===== config.mk =====
export PLATFORM = sky130hd
export DESIGN_NAME = frame_sync
export DESIGN_NICKNAME = d
export VERILOG_FILES = /design/src/rtl/frame_sync.sv
export SDC_FILE = /design/constraint.sdc
export NUM_CORES = 1
export LEC_CHECK = 0
export CAP_MARGIN = 20
export CORE_MARGIN = 1
export CORE_UTILIZATION = 62
export CTS_CLUSTER_SIZE = 25
export DETAILED_ROUTE_END_ITERATION = 7
export GPL_TIMING_DRIVEN = 0
export PLACE_DENSITY_LB_ADDON = 0.3
export SETUP_SLACK_MARGIN = 0.15
export SLEW_MARGIN = 0
export SYNTH_ARGS = -nofsm -noshare
export SYNTH_HDL_FRONTEND = slang
export SYNTH_SLANG_ARGS = --single-unit

===== constraint.sdc =====
create_clock -name clk -period 5.16 [get_ports clk]
set_input_delay 1.29 -clock clk [delete_from_list [all_inputs] [get_ports clk]]
set_output_delay 1.29 -clock clk [all_outputs]
set_load 0.005 [all_outputs]

===== src/rtl/frame_sync.sv =====
// Frame parser: hunts 0x55,0xAA, buffers a length-prefixed payload, checks an additive checksum, then drains it.
// Optional inter-byte timeout enabled by defining FRAME_TIMEOUT_EN.
module frame_sync #(
    parameter int unsigned MAX_LEN     = 32,
    parameter int unsigned TIMEOUT_CYC = 64
) (
    input  logic       clk,
    input  logic       reset,
    input  logic [7:0] in_byte,
    input  logic       in_valid,
    output logic [7:0] out_byte,
    output logic       out_valid,
    output logic       out_last,
    input  logic       out_ready,
    output logic       frame_ok,
    output logic       frame_err,
    output logic [1:0] err_code
);

    localparam int unsigned IDX_W = (MAX_LEN > 1) ? $clog2(MAX_LEN) : 1;

    typedef enum logic [2:0] {
        HUNT0,
        HUNT1,
        LEN,
        PAYLOAD,
        CSUM,
        DRAIN
    } state_t;

    state_t     state_q, state_d;
    logic [7:0] len_q, len_d;
    logic [7:0] sum_q, sum_d;
    logic [7:0] idx_q, idx_d;
    logic [7:0] out_byte_q, out_byte_d;
    logic       out_valid_q, out_valid_d;
    logic       out_last_q, out_last_d;
    logic       frame_ok_q, frame_ok_d;
    logic       frame_err_q, frame_err_d;
    logic [1:0] err_code_q, err_code_d;

    logic [7:0] buf_q [MAX_LEN];
    logic       buf_we;
    logic [7:0] nxt_idx;
    logic       timeout_hit;

    assign nxt_idx = idx_q + 8'd1;

`ifdef FRAME_TIMEOUT_EN
    localparam int unsigned GAP_W = $clog2(TIMEOUT_CYC + 1);

    logic [GAP_W-1:0] gap_q, gap_d;
    logic             timed_state;

    assign timed_state = (state_q == LEN) || (state_q == PAYLOAD) || (state_q == CSUM);

    // Counts cycles since the last accepted byte, so the strobe cycle itself is cycle 0.
    always_comb begin
        gap_d = '0;
        if (in_valid) begin
            gap_d = GAP_W'(1);
        end else if (timed_state) begin
            gap_d = gap_q + GAP_W'(1);
        end
    end

    assign timeout_hit = timed_state && !in_valid && (gap_q == GAP_W'(TIMEOUT_CYC - 1));

    always_ff @(posedge clk) begin
        if (reset) begin
            gap_q <= '0;
        end else begin
            gap_q <= gap_d;
        end
    end
`else
    logic unused_timeout_cfg;
    assign unused_timeout_cfg = ^32'(TIMEOUT_CYC);
    assign timeout_hit        = 1'b0;
`endif

    always_comb begin
        state_d     = state_q;
        len_d       = len_q;
        sum_d       = sum_q;
        idx_d       = idx_q;
        out_byte_d  = out_byte_q;
        out_valid_d = out_valid_q;
        out_last_d  = out_last_q;
        frame_ok_d  = 1'b0;
        frame_err_d = 1'b0;
        err_code_d  = 2'b00;
        buf_we      = 1'b0;

        case (state_q)
            HUNT0: begin
                if (in_valid && (in_byte == 8'h55)) begin
                    state_d = HUNT1;
                end
            end
            HUNT1: begin
                if (in_valid) begin
                    if (in_byte == 8'hAA) begin
                        state_d = LEN;
                    end else if (in_byte != 8'h55) begin
                        state_d = HUNT0;
                    end
                end
            end
            LEN: begin
                if (in_valid) begin
                    len_d = in_byte;
                    sum_d = in_byte;
                    idx_d = 8'd0;
                    if (in_byte > 8'(MAX_LEN)) begin
                        frame_err_d = 1'b1;
                        err_code_d  = 2'b10;
                        state_d     = HUNT0;
                    end else if (in_byte == 8'd0) begin
                        state_d = CSUM;
                    end else begin
                        state_d = PAYLOAD;
                    end
                end
            end
            PAYLOAD: begin
                if (in_valid) begin
                    buf_we = 1'b1;
                    sum_d  = sum_q + in_byte;
                    idx_d  = nxt_idx;
                    if (idx_q == (len_q - 8'd1)) begin
                        state_d = CSUM;
                    end
                end
            end
            CSUM: begin
                if (in_valid) begin
                    if (in_byte == sum_q) begin
                        frame_ok_d = 1'b1;
                        if (len_q == 8'd0) begin
                            state_d = HUNT0;
                        end else begin
                            // First byte goes out together with the frame_ok pulse.
                            state_d     = DRAIN;
                            idx_d       = 8'd0;
                            out_valid_d = 1'b1;
                            out_byte_d  = buf_q[0];
                            out_last_d  = (len_q == 8'd1);
                        end
                    end else begin
                        frame_err_d = 1'b1;
                        err_code_d  = 2'b01;
                        state_d     = HUNT0;
                    end
                end
            end
            DRAIN: begin
                if (in_valid) begin
                    frame_err_d = 1'b1;
                    err_code_d  = 2'b00;
                end
                if (out_valid_q && out_ready) begin
                    if (out_last_q) begin
                        out_valid_d = 1'b0;
                        out_last_d  = 1'b0;
                        state_d     = HUNT0;
                    end else begin
                        idx_d      = nxt_idx;
                        out_byte_d = buf_q[nxt_idx[IDX_W-1:0]];
                        out_last_d = (nxt_idx == (len_q - 8'd1));
                    end
                end
            end
            default: begin
                state_d = HUNT0;
            end
        endcase

        if (timeout_hit) begin
            frame_err_d = 1'b1;
            err_code_d  = 2'b11;
            state_d     = HUNT0;
        end
    end

    always_ff @(posedge clk) begin
        if (reset) begin
            state_q     <= HUNT0;
            len_q       <= 8'd0;
            sum_q       <= 8'd0;
            idx_q       <= 8'd0;
            out_byte_q  <= 8'd0;
            out_valid_q <= 1'b0;
            out_last_q  <= 1'b0;
            frame_ok_q  <= 1'b0;
            frame_err_q <= 1'b0;
            err_code_q  <= 2'b00;
        end else begin
            state_q     <= state_d;
            len_q       <= len_d;
            sum_q       <= sum_d;
            idx_q       <= idx_d;
            out_byte_q  <= out_byte_d;
            out_valid_q <= out_valid_d;
            out_last_q  <= out_last_d;
            frame_ok_q  <= frame_ok_d;
            frame_err_q <= frame_err_d;
            err_code_q  <= err_code_d;
        end
    end

    // Payload storage needs no reset; only indices below len_q are ever read.
    always_ff @(posedge clk) begin
        if (buf_we) begin
            buf_q[idx_q[IDX_W-1:0]] <= in_byte;
        end
    end

    assign out_byte  = out_byte_q;
    assign out_valid = out_valid_q;
    assign out_last  = out_last_q;
    assign frame_ok  = frame_ok_q;
    assign frame_err = frame_err_q;
    assign err_code  = err_code_q;

endmodule


==> results of run 1 <==
## path summary, 6_finish.rpt
kind,slack [ns],end,cells past startpoint
setup / recovery,1.10,idx_q[5],10
hold / removal,0.47,sum_q[5],2
setup reg to reg,1.73,out_byte[2],13
hold reg to reg,0.47,sum_q[5],2
## layer usage
layer | up-vias | share of wire | GRT usage
li1 | 3360 | - | -
met2 | 366 | 0.50 | 0.476
met3 | 76 | 0.080 | 0.0429
met1 | 3805 | 0.39 | 0.372
met4 | 0 | 0.033 | 0.0942
met5 | - | 0 | 0
## stage by stage
step           area, um^2  setup WS, ns
6_report            14500          1.10
5_1_grt             14500         0.962
4_1_cts             14500          1.18
3_5_place_dp        13600         0.640
3_3_place_gp        13400         0.212
2_1_floorplan       12800          2.06
## cell usage in the layout, fill, tap and decap left out, types with 3 or more instances in the layout
cell type / n
sky130_fd_sc_hd__xor2_1: 10
sky130_fd_sc_hd__clkbuf_8: 5
sky130_fd_sc_hd__mux2i_1: 10
sky130_fd_sc_hd__dfxtp_1: 41
sky130_fd_sc_hd__o211ai_1: 4
sky130_fd_sc_hd__buf_4: 6
sky130_fd_sc_hd__inv_1: 9
sky130_fd_sc_hd__nand3b_1: 7
sky130_fd_sc_hd__buf_6: 3
sky130_fd_sc_hd__edfxtp_1: 256
sky130_fd_sc_hd__or3_1: 5
sky130_fd_sc_hd__clkinv_2: 5
sky130_fd_sc_hd__buf_16: 6
sky130_fd_sc_hd__nand2_1: 63
sky130_fd_sc_hd__a21oi_1: 33
sky130_fd_sc_hd__mux4_2: 64
sky130_fd_sc_hd__a21o_1: 3
sky130_fd_sc_hd__nand2b_1: 6
sky130_fd_sc_hd__nor2b_1: 3
sky130_fd_sc_hd__ha_1: 14
sky130_fd_sc_hd__o21ai_0: 14
sky130_fd_sc_hd__buf_2: 16
sky130_fd_sc_hd__nor4_1: 4
sky130_fd_sc_hd__a211oi_1: 14
sky130_fd_sc_hd__or2_2: 3
sky130_fd_sc_hd__a32o_1: 8
sky130_fd_sc_hd__nand3_1: 8
sky130_fd_sc_hd__clkbuf_16: 29
sky130_fd_sc_hd__nor3_1: 17
sky130_fd_sc_hd__xnor2_1: 15
sky130_fd_sc_hd__and3_1: 5
sky130_fd_sc_hd__clkbuf_1: 27
sky130_fd_sc_hd__o22ai_1: 10
sky130_fd_sc_hd__clkdlybuf4s50_1: 23
sky130_fd_sc_hd__nor2_1: 118
## state kept, by name (all words and copies together), names as in the netlist
| register | count |
|---|---|
| buf_q | 256 |
| err_code | 2 |
| frame_err | 1 |
| frame_ok | 1 |
| idx_q | 8 |
| len_q | 8 |
| out_byte | 8 |
| out_last | 1 |
| out_valid | 1 |
| state_q | 3 |
| sum_q | 8 |
## worst register-to-register path, stage by stage (launching register included)
cell                       delay (ns)
sky130_fd_sc_hd__dfxtp_1         0.37
sky130_fd_sc_hd__buf_4           0.21
sky130_fd_sc_hd__buf_12          0.17
sky130_fd_sc_hd__buf_12          0.16
sky130_fd_sc_hd__inv_1           0.10
sky130_fd_sc_hd__ha_1            0.33
sky130_fd_sc_hd__buf_2           0.28
sky130_fd_sc_hd__buf_2           0.38
sky130_fd_sc_hd__mux4_2          0.28
sky130_fd_sc_hd__mux2i_1         0.11
sky130_fd_sc_hd__a32o_1          0.24
sky130_fd_sc_hd__nor3_1          0.36
sky130_fd_sc_hd__a21oi_1         0.10
sky130_fd_sc_hd__a211oi_1        0.26
## power groups by stage
stage | clock [mW] | combinational (mW) | sequential, mW
global placement | 0 | 0.174 | 2.67
detailed placement | 0 | 0.198 | 2.67
global route | 2.08 | 0.215 | 2.61
floorplan | 0 | 0.107 | 2.67
finish | 1.98 | 0.203 | 2.61
CTS | 1.99 | 0.199 | 2.61
## cell usage after synthesis, drive strengths merged, types with 5 or more instances
cell / instances / area (um^2)
ha: 14 / 175
nand2b: 6 / 37.5
nand2: 63 / 236
xor2: 12 / 120
a21oi: 35 / 190
buf: 26 / 194
and3: 5 / 31.3
mux2i: 10 / 100
inv: 9 / 33.8
xnor2: 16 / 148
edfxtp: 256 / 7690
clkbuf: 15 / 56.3
nor4: 5 / 37.5
a32o: 8 / 80.1
nand3b: 7 / 52.6
nor3: 19 / 111
or3: 6 / 42.5
o22ai: 10 / 62.6
mux4: 64 / 1440
dfxtp: 41 / 821
o21ai: 16 / 80.1
nor2: 118 / 443
a211oi: 15 / 118
nand3: 11 / 77.6
## final cells by class
type / instances / area [um^2] / area share
well taps: 270 / 338 / 0.0234
flip-flops and latches: 297 / 8510 / 0.589
multi-input cells: 488 / 4020 / 0.278
plain buffers: 41 / 250 / 0.0173
clock inverters: 8 / 50.0 / 0.00346
repair buffers: 31 / 415 / 0.0287
clock buffers: 46 / 840 / 0.0581
inverters: 9 / 33.8 / 0.00234
## logic make-up (layout without fill, tap and decap cells)
logic type / Yosys count / in the layout / synth area share
adder cells (fa/ha/maj): 15 / 15 / 0.0152
multiplexers: 76 / 76 / 0.122
AND/OR/NAND/NOR: 260 / 260 / 0.0952
buffers and inverters: 50 / 135 / 0.0222
flip-flops: 297 / 297 / 0.664
XOR/XNOR: 29 / 29 / 0.0227
AO/OA/AOI/OAI: 108 / 108 / 0.0586
==> impl_metrics.xml, run 1 <==
<?xml version="1.0" encoding="UTF-8"?>
<metrics>
  <group name="cts">
    <metric name="cts.reportedPaths.clkPinSlew" unit="ns">0.06</metric>
    <metric name="cts_inserted_buffers" unit="">29</metric>
    <metric name="cts_buffer_depth" unit="">3</metric>
    <metric name="cts.sink_count" unit="">297</metric>
    <metric name="cts-htree-levels" unit="">1</metric>
    <metric name="cts.repair_timing.setup_buffer_count" unit="">0</metric>
    <metric name="cts_hold_buffers" unit="">0</metric>
    <metric name="post_cts_resized" unit="">0</metric>
    <metric name="worstSkewPairLatency" unit="ns">0.55</metric>
    <metric name="clock-root-buffer" unit="">sky130_fd_sc_hd__clkbuf_16</metric>
    <metric name="tritoncts" unit="">yes</metric>
  </group>
  <group name="global_route">
    <metric name="pin_count_of_the_biggest_net_entering_global_routing" unit="">41</metric>
    <metric name="number_of_global_route_vias_before_repair" unit="">7841</metric>
    <metric name="globalRoute.totalOverflow" unit="">0</metric>
    <metric name="grt.total_usage" unit="">0.279</metric>
    <metric name="first_pass_grt_wire_length" unit="um">44100</metric>
    <metric name="antenna_found_initial" unit="">0</metric>
  </group>
  <group name="synth">
    <metric name="yosys_register_bits" unit="">297</metric>
    <metric name="yosysSeqAreaShare" unit="">0.664</metric>
    <metric name="async_flop_share" unit="">0</metric>
    <metric name="synthesis.area_per_instance" unit="um^2">15.3</metric>
    <metric name="synth_edf_count" unit="">256</metric>
    <metric name="gate_count_post_synth" unit="">835</metric>
    <metric name="main_flop_type_after_synthesis" unit="">sky130_fd_sc_hd__edfxtp_1</metric>
    <metric name="post_synth_instance_area" unit="um^2">12800</metric>
    <metric name="yosysWarnings" unit="">0</metric>
    <metric name="synth_nets" unit="">862</metric>
    <metric name="netlist-cell-type-count" unit="">70</metric>
  </group>
  <group name="floorplan">
    <metric name="die_area" unit="um^2">21200</metric>
    <metric name="core" unit="um^2">20200</metric>
    <metric name="fp-row-count" unit="">52</metric>
    <metric name="die_boundary_width" unit="um">146</metric>
    <metric name="io-pin-count" unit="">26</metric>
    <metric name="chipHeight" unit="um">146</metric>
    <metric name="effective_utilization_at_floorplan" unit="">0.633</metric>
  </group>
  <group name="detailed_routing">
    <metric name="detail_route.iter0.violations" unit="">769</metric>
    <metric name="avgRoutedWirePerCell" unit="um">24.2</metric>
    <metric name="drc_errors" unit="">0</metric>
    <metric name="drt_pre_antenna_iters" unit="">5</metric>
    <metric name="dr_total_vias" unit="">7607</metric>
    <metric name="routed_wirelength" unit="um">28900</metric>
    <metric name="final_antenna_net_count" unit="">0</metric>
    <metric name="detail_route.vias_per_cell" unit="">6.39</metric>
  </group>
  <group name="timing">
    <metric name="report.final.slew_viol_count" unit="">0</metric>
    <metric name="whs" unit="ns">0.467</metric>
    <metric name="clock-skew-final" unit="ns">0.0190</metric>
    <metric name="final_hold_viol_count" unit="">0</metric>
    <metric name="setup_tns" unit="ns">0</metric>
    <metric name="max_freq" unit="GHz">0.246</metric>
    <metric name="min_period" unit="ns">4.06</metric>
    <metric name="maxSlewHeadroom" unit="">0.404</metric>
    <metric name="setup_violations" unit="">0</metric>
    <metric name="tightestPinTransition" unit="ns">0.891</metric>
    <metric name="rsz0062_at_grt" unit="">no</metric>
    <metric name="finalCritPeriodShare" unit="">0.787</metric>
  </group>
  <group name="placed_design">
    <metric name="dp_cells" unit="">1136</metric>
    <metric name="post_dp_hpwl" unit="um">19500</metric>
    <metric name="gp_routability_congestion" unit="">0.917</metric>
    <metric name="io_buffers" unit="">24</metric>
  </group>
  <group name="min_path">
    <metric name="hold_path.class" unit="">flop to flop</metric>
    <metric name="hold_path_startpoint" unit="">sum_q[5]</metric>
  </group>
  <group name="pwr">
    <metric name="share_clk_of_total_power" unit="">0.412</metric>
    <metric name="power_switching" unit="mW">0.995</metric>
    <metric name="seqPwrFrac" unit="">0.545</metric>
    <metric name="power_density" unit="nW/um^2">332</metric>
    <metric name="share_comb_of_total_power" unit="">0.042</metric>
    <metric name="power_switching_share" unit="">0.207</metric>
    <metric name="leakage" unit="nW">4.57</metric>
    <metric name="irDropWorstVdd" unit="mV">0.350</metric>
    <metric name="total_power" unit="mW">4.79</metric>
    <metric name="cell_internal_pwr" unit="mW">3.80</metric>
  </group>
  <group name="layout">
    <metric name="fin_nets" unit="">924</metric>
    <metric name="drive_above_1_share" unit="">0.178</metric>
    <metric name="instances_no_fill" unit="">1190</metric>
    <metric name="num_antenna_cells" unit="">0</metric>
    <metric name="finalCoreUtilization" unit="">0.714</metric>
    <metric name="nFillCells" unit="">1228</metric>
    <metric name="flow.area_growth_from_synthesis" unit="%">12.8</metric>
  </group>
  <group name="worst_setup_path">
    <metric name="timing.critical_path.max_delay_family" unit="">buffers and inverters</metric>
    <metric name="cp_cell_sequence" unit="">clkdlybuf4s50_1 -&gt; buf_16 -&gt; ha_1 -&gt; nor4_2 -&gt; nand3_2 -&gt; or3_1 -&gt; a21oi_1 -&gt; o21ai_1 -&gt; o21ai_0 -&gt; a21oi_1</metric>
    <metric name="timing.critical_path.from" unit="">in_byte[4]</metric>
    <metric name="worst-path-max-fanout" unit="">23</metric>
    <metric name="crit_path_end_kind" unit="">flop</metric>
    <metric name="critical-path-top-cell-by-count" unit="">sky130_fd_sc_hd__a21oi_1</metric>
    <metric name="critPathMaxStageDelay" unit="ns">0.78</metric>
    <metric name="regToRegStartpoint" unit="">idx_q[0]</metric>
    <metric name="timing.critical_path.from_type" unit="">input pin</metric>
    <metric name="setup.worst_path.class" unit="">input pin to flop</metric>
    <metric name="cp.arrival" unit="ns">4.46</metric>
    <metric name="crit_slowest_cell" unit="">sky130_fd_sc_hd__clkdlybuf4s50_1</metric>
    <metric name="worstPathBufferInverterCount" unit="">2</metric>
    <metric name="cp.required" unit="ns">5.57</metric>
  </group>
  <group name="run">
    <metric name="drv.max_cap_violation_count" unit="">0</metric>
  </group>
  <group name="outcome">
    <metric name="outcome" unit="">finished, final reports clean</metric>
  </group>
</metrics>
(Power assumes the default switching activity.)
==> inputs of run 2 (changes only) <==
CORE_UTILIZATION = 56   (was 62)
clock period = 3.7 ns   (was 5.16 ns; I/O delays follow)
==> run 2 against run 1 <==
Compared with the run above:
- die area increased by 11%
- sequential power increased by 40%
- global-route usage decreased by 3.3 points
- clock-buffer cell count decreased by 14
- register-to-register slack got worse by 1.5 ns
- via count decreased by 1.6%
==> impl_metrics.xml, run 2 (synthesized netlist as in run 1, its figures left out) <==
<?xml version="1.0" encoding="UTF-8"?>
<metrics>
  <group name="floorplan">
    <metric name="chipHeight" unit="um">153</metric>
    <metric name="effective_utilization_at_floorplan" unit="">0.578</metric>
    <metric name="io-pin-count" unit="">26</metric>
    <metric name="die_boundary_width" unit="um">153</metric>
    <metric name="die_area" unit="um^2">23500</metric>
    <metric name="core" unit="um^2">22200</metric>
    <metric name="fp-row-count" unit="">54</metric>
  </group>
  <group name="pwr">
    <metric name="share_comb_of_total_power" unit="">0.039</metric>
    <metric name="power_switching" unit="mW">1.42</metric>
    <metric name="power_density" unit="nW/um^2">482</metric>
    <metric name="share_clk_of_total_power" unit="">0.440</metric>
    <metric name="power_switching_share" unit="">0.202</metric>
    <metric name="seqPwrFrac" unit="">0.521</metric>
    <metric name="leakage" unit="nW">4.63</metric>
    <metric name="irDropWorstVdd" unit="mV">0.406</metric>
    <metric name="cell_internal_pwr" unit="mW">5.59</metric>
  </group>
  <group name="cts">
    <metric name="cts_inserted_buffers" unit="">29</metric>
    <metric name="cts_hold_buffers" unit="">0</metric>
    <metric name="cts-htree-levels" unit="">1</metric>
    <metric name="tritoncts" unit="">yes</metric>
    <metric name="clock-root-buffer" unit="">sky130_fd_sc_hd__clkbuf_16</metric>
    <metric name="cts_buffer_depth" unit="">3</metric>
    <metric name="cts.sink_count" unit="">297</metric>
    <metric name="worstSkewPairLatency" unit="ns">0.56</metric>
    <metric name="cts.reportedPaths.clkPinSlew" unit="ns">0.06</metric>
  </group>
  <group name="worst_setup_path">
    <metric name="worstPathBufferInverterCount" unit="">1</metric>
    <metric name="reg2reg_to" unit="">out_byte[1]</metric>
    <metric name="cp_cell_sequence" unit="">clkdlybuf4s50_1 -&gt; nand2_1 -&gt; nor2_1 -&gt; nand2_1 -&gt; nor2_1</metric>
    <metric name="crit_path_end_kind" unit="">flop</metric>
    <metric name="critPathMaxStageDelay" unit="ns">0.77</metric>
    <metric name="worst-path-max-fanout" unit="">8</metric>
    <metric name="cp.required" unit="ns">3.87</metric>
    <metric name="timing.critical_path.from" unit="">in_valid</metric>
    <metric name="crit_slowest_cell" unit="">sky130_fd_sc_hd__nor2_1</metric>
    <metric name="setup.worst_path.class" unit="">input pin to flop</metric>
    <metric name="cp.arrival" unit="ns">3.68</metric>
    <metric name="timing.reg2reg.worst_path_depth" unit="">14</metric>
    <metric name="timing.critical_path.max_delay_family" unit="">simple AND/OR/NAND/NOR gates</metric>
    <metric name="r2r_setup_slack" unit="ns">0.20</metric>
    <metric name="regToRegStartpoint" unit="">idx_q[0]</metric>
    <metric name="timing.critical_path.from_type" unit="">input pin</metric>
  </group>
  <group name="global_route">
    <metric name="antenna_found_initial" unit="">0</metric>
    <metric name="met1_global_route_usage" unit="">0.338</metric>
    <metric name="number_of_global_route_vias_before_repair" unit="">7573</metric>
    <metric name="grt.total_usage" unit="">0.246</metric>
    <metric name="globalRoute.totalOverflow" unit="">0</metric>
    <metric name="grt_most_used_layer" unit="">met2</metric>
    <metric name="grtUsageMet3" unit="">0.0349</metric>
    <metric name="first_pass_grt_wire_length" unit="um">43400</metric>
    <metric name="pin_count_of_the_biggest_net_entering_global_routing" unit="">41</metric>
    <metric name="use_met2" unit="">0.407</metric>
  </group>
  <group name="timing">
    <metric name="rsz0062_at_grt" unit="">yes</metric>
    <metric name="report.final.slew_viol_count" unit="">0</metric>
    <metric name="max_freq" unit="GHz">0.285</metric>
    <metric name="final_hold_viol_count" unit="">0</metric>
    <metric name="tightestPinTransition" unit="ns">0.863</metric>
    <metric name="finalCritPeriodShare" unit="">0.947</metric>
    <metric name="clock-skew-final" unit="ns">0.0152</metric>
    <metric name="min_period" unit="ns">3.51</metric>
    <metric name="maxSlewHeadroom" unit="">0.424</metric>
    <metric name="setup_slack" unit="ns">0.195</metric>
    <metric name="setup_violations" unit="">0</metric>
    <metric name="setup_tns" unit="ns">0</metric>
  </group>
  <group name="detailed_routing">
    <metric name="detail_route.iter0.violations" unit="">706</metric>
    <metric name="dr_total_vias" unit="">7487</metric>
    <metric name="drt_pre_antenna_iters" unit="">5</metric>
    <metric name="drc_errors" unit="">0</metric>
    <metric name="final_antenna_net_count" unit="">0</metric>
    <metric name="routed_wirelength" unit="um">28100</metric>
    <metric name="avgRoutedWirePerCell" unit="um">23.4</metric>
    <metric name="detail_route.vias_per_cell" unit="">6.25</metric>
  </group>
  <group name="run">
    <metric name="drv.max_cap_violation_count" unit="">0</metric>
  </group>
  <group name="layout">
    <metric name="instances_no_fill" unit="">1198</metric>
    <metric name="fin_nets" unit="">922</metric>
    <metric name="flow.area_growth_from_synthesis" unit="%">13.5</metric>
    <metric name="drive_above_1_share" unit="">0.187</metric>
    <metric name="layout_common_cells" unit="">256 x sky130_fd_sc_hd__edfxtp_1, 113 x sky130_fd_sc_hd__nor2_1, 64 x sky130_fd_sc_hd__mux4_2, 63 x sky130_fd_sc_hd__nand2_1, 41 x sky130_fd_sc_hd__dfxtp_1</metric>
    <metric name="num_antenna_cells" unit="">0</metric>
    <metric name="most_common_library_cell_in_the_layout_ignoring_fill_and_taps" unit="">sky130_fd_sc_hd__edfxtp_1</metric>
    <metric name="largest_reg_flops" unit="">256</metric>
    <metric name="finalCoreUtilization" unit="">0.656</metric>
    <metric name="layout.cell_area.non_filler" unit="um^2">14500</metric>
  </group>
  <group name="placed_design">
    <metric name="pre_cts_ws" unit="ns">-0.421</metric>
    <metric name="io_buffers" unit="">24</metric>
    <metric name="gp_routability_congestion" unit="">0.865</metric>
    <metric name="dp_cells" unit="">1144</metric>
    <metric name="post_dp_hpwl" unit="um">18400</metric>
    <metric name="placedInstanceArea" unit="um^2">13500</metric>
  </group>
  <group name="min_path">
    <metric name="hold_path_startpoint" unit="">sum_q[5]</metric>
    <metric name="hold_path.class" unit="">flop to flop</metric>
    <metric name="holdPathStages" unit="">2</metric>
    <metric name="whs_endpoint" unit="">sum_q[5]</metric>
  </group>
  <group name="outcome">
    <metric name="outcome" unit="">finished, final reports clean</metric>
  </group>
</metrics>
-- run 2: cell types whose count changed in the layout (fill, tap and decap cells not counted), sizes merged --
cell	change
dlymetal6s2s	+3
bufinv	+6
clkdlybuf4s50	-5
buf	-4
clkinv	+8
clkbuf	-10
-- run 2: final cells by class --
cell class	count	area, um^2
Inverter	9	33.8
Buffer	41	262
Clock buffer	32	737
Clock inverter	22	258
Sequential cell	297	8510
Tap cell	280	350
Multi-Input combinational cell	488	4030
Fill cell	1567	7620
Timing Repair Buffer	29	358
-- run 2: how the worst max path moves through the flow --
stage                              end  slack [ns]  depth (start not counted)
after floorplan            out_byte[0]        0.96                          8
after global placement        idx_q[4]       -0.93                          9
after detailed placement      idx_q[3]       -0.42                          9
after CTS                     idx_q[3]        0.16                          9
after global routing      buf_q[12][3]        0.06                          6
final                     buf_q[12][3]        0.19                          5
-- run 2: timing repair --
| item | in CTS | in global routing |
|---|---|---|
| endpoints found under the setup margin | 0 | 176 |
| resized for setup | 0 | 14 |
| buffers inserted | 0 | 0 |
-- run 2: per-layer routing --
layer  part of all wire  routed length [um]  up-vias
met5                  0                   0        -
met4              0.031                 867        0
met3              0.068                1920       66
met2               0.49               13800      312
met1               0.41               11500     3756
li1                   -                   -     3353
-- run 2: power by group through the flow --
stage / Clock (mW) / Combinational [mW] / Sequential, mW
2_1_floorplan: 0 / 0.149 / 3.72
3_3_place_gp: 0 / 0.248 / 3.72
3_5_place_dp: 0 / 0.269 / 3.72
4_1_cts: 3.11 / 0.271 / 3.65
5_1_grt: 3.23 / 0.293 / 3.65
6_report: 3.08 / 0.272 / 3.65
-- run 2: stage by stage --
step                      power (mW)  hold slack, ns
final                           7.00           0.473
after global routing            7.17           0.499
after CTS                       7.02           0.470
after detailed placement        3.99           0.462
after global placement          3.97           0.449
after floorplan                 3.87           0.436
-- run 2: worst reg2reg max path: cells and delay by family (launching register included) --
kind                     cells  cell delay [ns]
buffers and inverters        6             1.28
AND/OR/NAND/NOR              3             0.60
AO/OA/AOI/OAI                3             0.55
flip-flops                   1             0.38
adder cells (fa/ha/maj)      1             0.36
multiplexers                 1             0.24
==> inputs of run 3 (changes only) <==
CORE_UTILIZATION = 62   (was 56)
SKIP_LAST_GASP = 1   (was unset)
clock period = 3.3 ns   (was 3.7 ns; I/O delays follow)
==> run 3 against run 2 <==
Compared with the run above:
- sequential power increased by 12%
- via count grew 2.7%
- cell count decreased by 0.67%
- global-route usage is 3.4 points higher
- critical endpoint is now buf_q[6][3]
==> impl_metrics.xml, run 3 (synthesized netlist as in run 1, its figures left out) <==
<?xml version="1.0" encoding="UTF-8"?>
<metrics>
  <group name="timing">
    <metric name="maxSlewHeadroom" unit="">0.481</metric>
    <metric name="report.final.slew_viol_count" unit="">0</metric>
    <metric name="setup_violations" unit="">0</metric>
    <metric name="clock-skew-final" unit="ns">0.0210</metric>
    <metric name="rsz0062_at_grt" unit="">yes</metric>
    <metric name="tightestPinTransition" unit="ns">0.776</metric>
    <metric name="max_freq" unit="GHz">0.320</metric>
    <metric name="min_period" unit="ns">3.13</metric>
    <metric name="setup_slack" unit="ns">0.175</metric>
    <metric name="final_hold_viol_count" unit="">0</metric>
    <metric name="setup_tns" unit="ns">0</metric>
    <metric name="finalCritPeriodShare" unit="">0.947</metric>
  </group>
  <group name="detailed_routing">
    <metric name="detail_route.iter0.violations" unit="">709</metric>
    <metric name="drt_pre_antenna_iters" unit="">5</metric>
    <metric name="avgRoutedWirePerCell" unit="um">24.4</metric>
    <metric name="routed_wirelength" unit="um">29000</metric>
    <metric name="detail_route.vias_per_cell" unit="">6.46</metric>
    <metric name="final_antenna_net_count" unit="">0</metric>
    <metric name="dr_total_vias" unit="">7688</metric>
    <metric name="drc_errors" unit="">0</metric>
  </group>
  <group name="worst_setup_path">
    <metric name="r2r_setup_slack" unit="ns">0.17</metric>
    <metric name="timing.reg2reg.worst_path_depth" unit="">6</metric>
    <metric name="regToRegStartpoint" unit="">state_q[1]</metric>
    <metric name="crit_path_end_kind" unit="">flop</metric>
    <metric name="reg2reg_to" unit="">buf_q[6][3]</metric>
    <metric name="cp.required" unit="ns">3.47</metric>
    <metric name="setup.worst_path.class" unit="">flop to flop</metric>
    <metric name="cp_cell_sequence" unit="">nor2b_1 -&gt; clkbuf_1 -&gt; nand2_1 -&gt; nor2_2 -&gt; nand2_1 -&gt; nor2_2</metric>
    <metric name="cp.arrival" unit="ns">3.30</metric>
    <metric name="worst-path-max-fanout" unit="">9</metric>
    <metric name="crit_slowest_cell" unit="">sky130_fd_sc_hd__nor2_2</metric>
    <metric name="critPathMaxStageDelay" unit="ns">0.58</metric>
    <metric name="timing.critical_path.from_type" unit="">flop</metric>
  </group>
  <group name="placed_design">
    <metric name="post_dp_hpwl" unit="um">19500</metric>
    <metric name="gp_routability_congestion" unit="">0.917</metric>
    <metric name="io_buffers" unit="">24</metric>
    <metric name="pre_cts_ws" unit="ns">-0.755</metric>
  </group>
  <group name="layout">
    <metric name="num_antenna_cells" unit="">0</metric>
    <metric name="flow.area_growth_from_synthesis" unit="%">14.5</metric>
    <metric name="drive_above_1_share" unit="">0.237</metric>
    <metric name="fin_nets" unit="">924</metric>
    <metric name="layout_common_cells" unit="">256 x sky130_fd_sc_hd__edfxtp_1, 84 x sky130_fd_sc_hd__nor2_1, 64 x sky130_fd_sc_hd__mux4_2, 61 x sky130_fd_sc_hd__nand2_1, 41 x sky130_fd_sc_hd__dfxtp_1</metric>
    <metric name="most_common_library_cell_in_the_layout_ignoring_fill_and_taps" unit="">sky130_fd_sc_hd__edfxtp_1</metric>
    <metric name="largest_reg_flops" unit="">256</metric>
  </group>
  <group name="cts">
    <metric name="cts.reportedPaths.clkPinSlew" unit="ns">0.06</metric>
    <metric name="tritoncts" unit="">yes</metric>
    <metric name="clock-root-buffer" unit="">sky130_fd_sc_hd__clkbuf_16</metric>
    <metric name="cts_inserted_buffers" unit="">29</metric>
    <metric name="cts_hold_buffers" unit="">0</metric>
    <metric name="cts-htree-levels" unit="">1</metric>
    <metric name="cts_buffer_depth" unit="">3</metric>
    <metric name="worstSkewPairLatency" unit="ns">0.55</metric>
    <metric name="cts.sink_count" unit="">297</metric>
  </group>
  <group name="floorplan">
    <metric name="core" unit="um^2">20200</metric>
    <metric name="die_boundary_width" unit="um">146</metric>
    <metric name="effective_utilization_at_floorplan" unit="">0.633</metric>
    <metric name="fp-row-count" unit="">52</metric>
    <metric name="die_area" unit="um^2">21200</metric>
    <metric name="io-pin-count" unit="">26</metric>
    <metric name="chipHeight" unit="um">146</metric>
  </group>
  <group name="min_path">
    <metric name="hold_path.class" unit="">flop to flop</metric>
    <metric name="hold_path_startpoint" unit="">sum_q[5]</metric>
    <metric name="whs_endpoint" unit="">sum_q[5]</metric>
    <metric name="holdPathStages" unit="">2</metric>
  </group>
  <group name="pwr">
    <metric name="irDropWorstVdd" unit="mV">0.546</metric>
    <metric name="total_power" unit="mW">7.49</metric>
    <metric name="power_density" unit="nW/um^2">511</metric>
    <metric name="leakage" unit="nW">4.61</metric>
  </group>
  <group name="run">
    <metric name="drv.max_cap_violation_count" unit="">0</metric>
  </group>
  <group name="outcome">
    <metric name="outcome" unit="">finished, final reports clean</metric>
  </group>
  <group name="global_route">
    <metric name="grt.total_usage" unit="">0.280</metric>
    <metric name="antenna_found_initial" unit="">0</metric>
    <metric name="globalRoute.totalOverflow" unit="">0</metric>
    <metric name="first_pass_grt_wire_length" unit="um">44200</metric>
    <metric name="pin_count_of_the_biggest_net_entering_global_routing" unit="">41</metric>
    <metric name="number_of_global_route_vias_before_repair" unit="">7873</metric>
  </group>
</metrics>
==> run 3: metrics by stage <==
step	utilization	hold slack [ns]	cell area, um^2	std cells
after floorplan	-	0.436	12800	835
after global placement	0.662	0.443	13400	1129
after detailed placement	0.670	0.457	13600	1136
after CTS	0.718	0.466	14500	1190
after global routing	0.725	0.503	14700	1190
final	0.725	0.468	14700	1190
==> run 3: routing by layer <==
layer / wire length (um) / global-route usage / vias to the layer above
met5: 0 / 0 / -
met1: 11200 / 0.371 / 3870
met3: 2270 / 0.0473 / 73
met2: 14700 / 0.477 / 377
met4: 871 / 0.0911 / 0
li1: - / - / 3368
==> run 3: worst max path at each step <==
stage / from / endpoint / slack, ns / cells after the start
final: state_q[1] / buf_q[6][3] / 0.17 / 6
after global routing: state_q[1] / buf_q[8][7] / 0.08 / 6
after CTS: state_q[1] / buf_q[21][1] / 0.05 / 6
after detailed placement: in_byte[4] / out_byte[6] / -0.75 / 10
after global placement: in_byte[2] / out_byte[6] / -1.18 / 9
after floorplan: in_byte[2] / out_byte[0] / 0.66 / 8
==> run 3: report_power, final <==
| group | switching, mW | leakage [nW] | total, mW | internal, mW |
|---|---|---|---|---|
| combinational | 0.198 | 1.55 | 0.316 | 0.118 |
| sequential | 0.00859 | 2.63 | 4.09 | 4.08 |
| clock | 1.35 | 0.436 | 3.09 | 1.74 |
| total | 1.55 | 4.61 | 7.49 | 5.94 |
==> run 3: area by class of cell <==
type	instances	area [um^2]
Buffer	41	278
Clock buffer	46	840
Clock inverter	8	50.0
Fill cell	1196	5560
Inverter	9	33.8
Multi-Input combinational cell	488	4210
Sequential cell	297	8510
Tap cell	270	338
Timing Repair Buffer	31	414
==> run 3: critical path: cells and delay by family, from the launching register on <==
family | cells | cell delay, ns
flip-flops | 1 | 0.47
buffers and inverters | 1 | 0.25
AND/OR/NAND/NOR | 5 | 2.02
==> run 3: what timing repair did <==
item / 4_1_cts / 5_1_grt
endpoints found under the setup margin: 260 / 273
setup buffers: 0 / 0
hold endpoints to repair: 0 / 0
gates resized for setup: 34 / 47
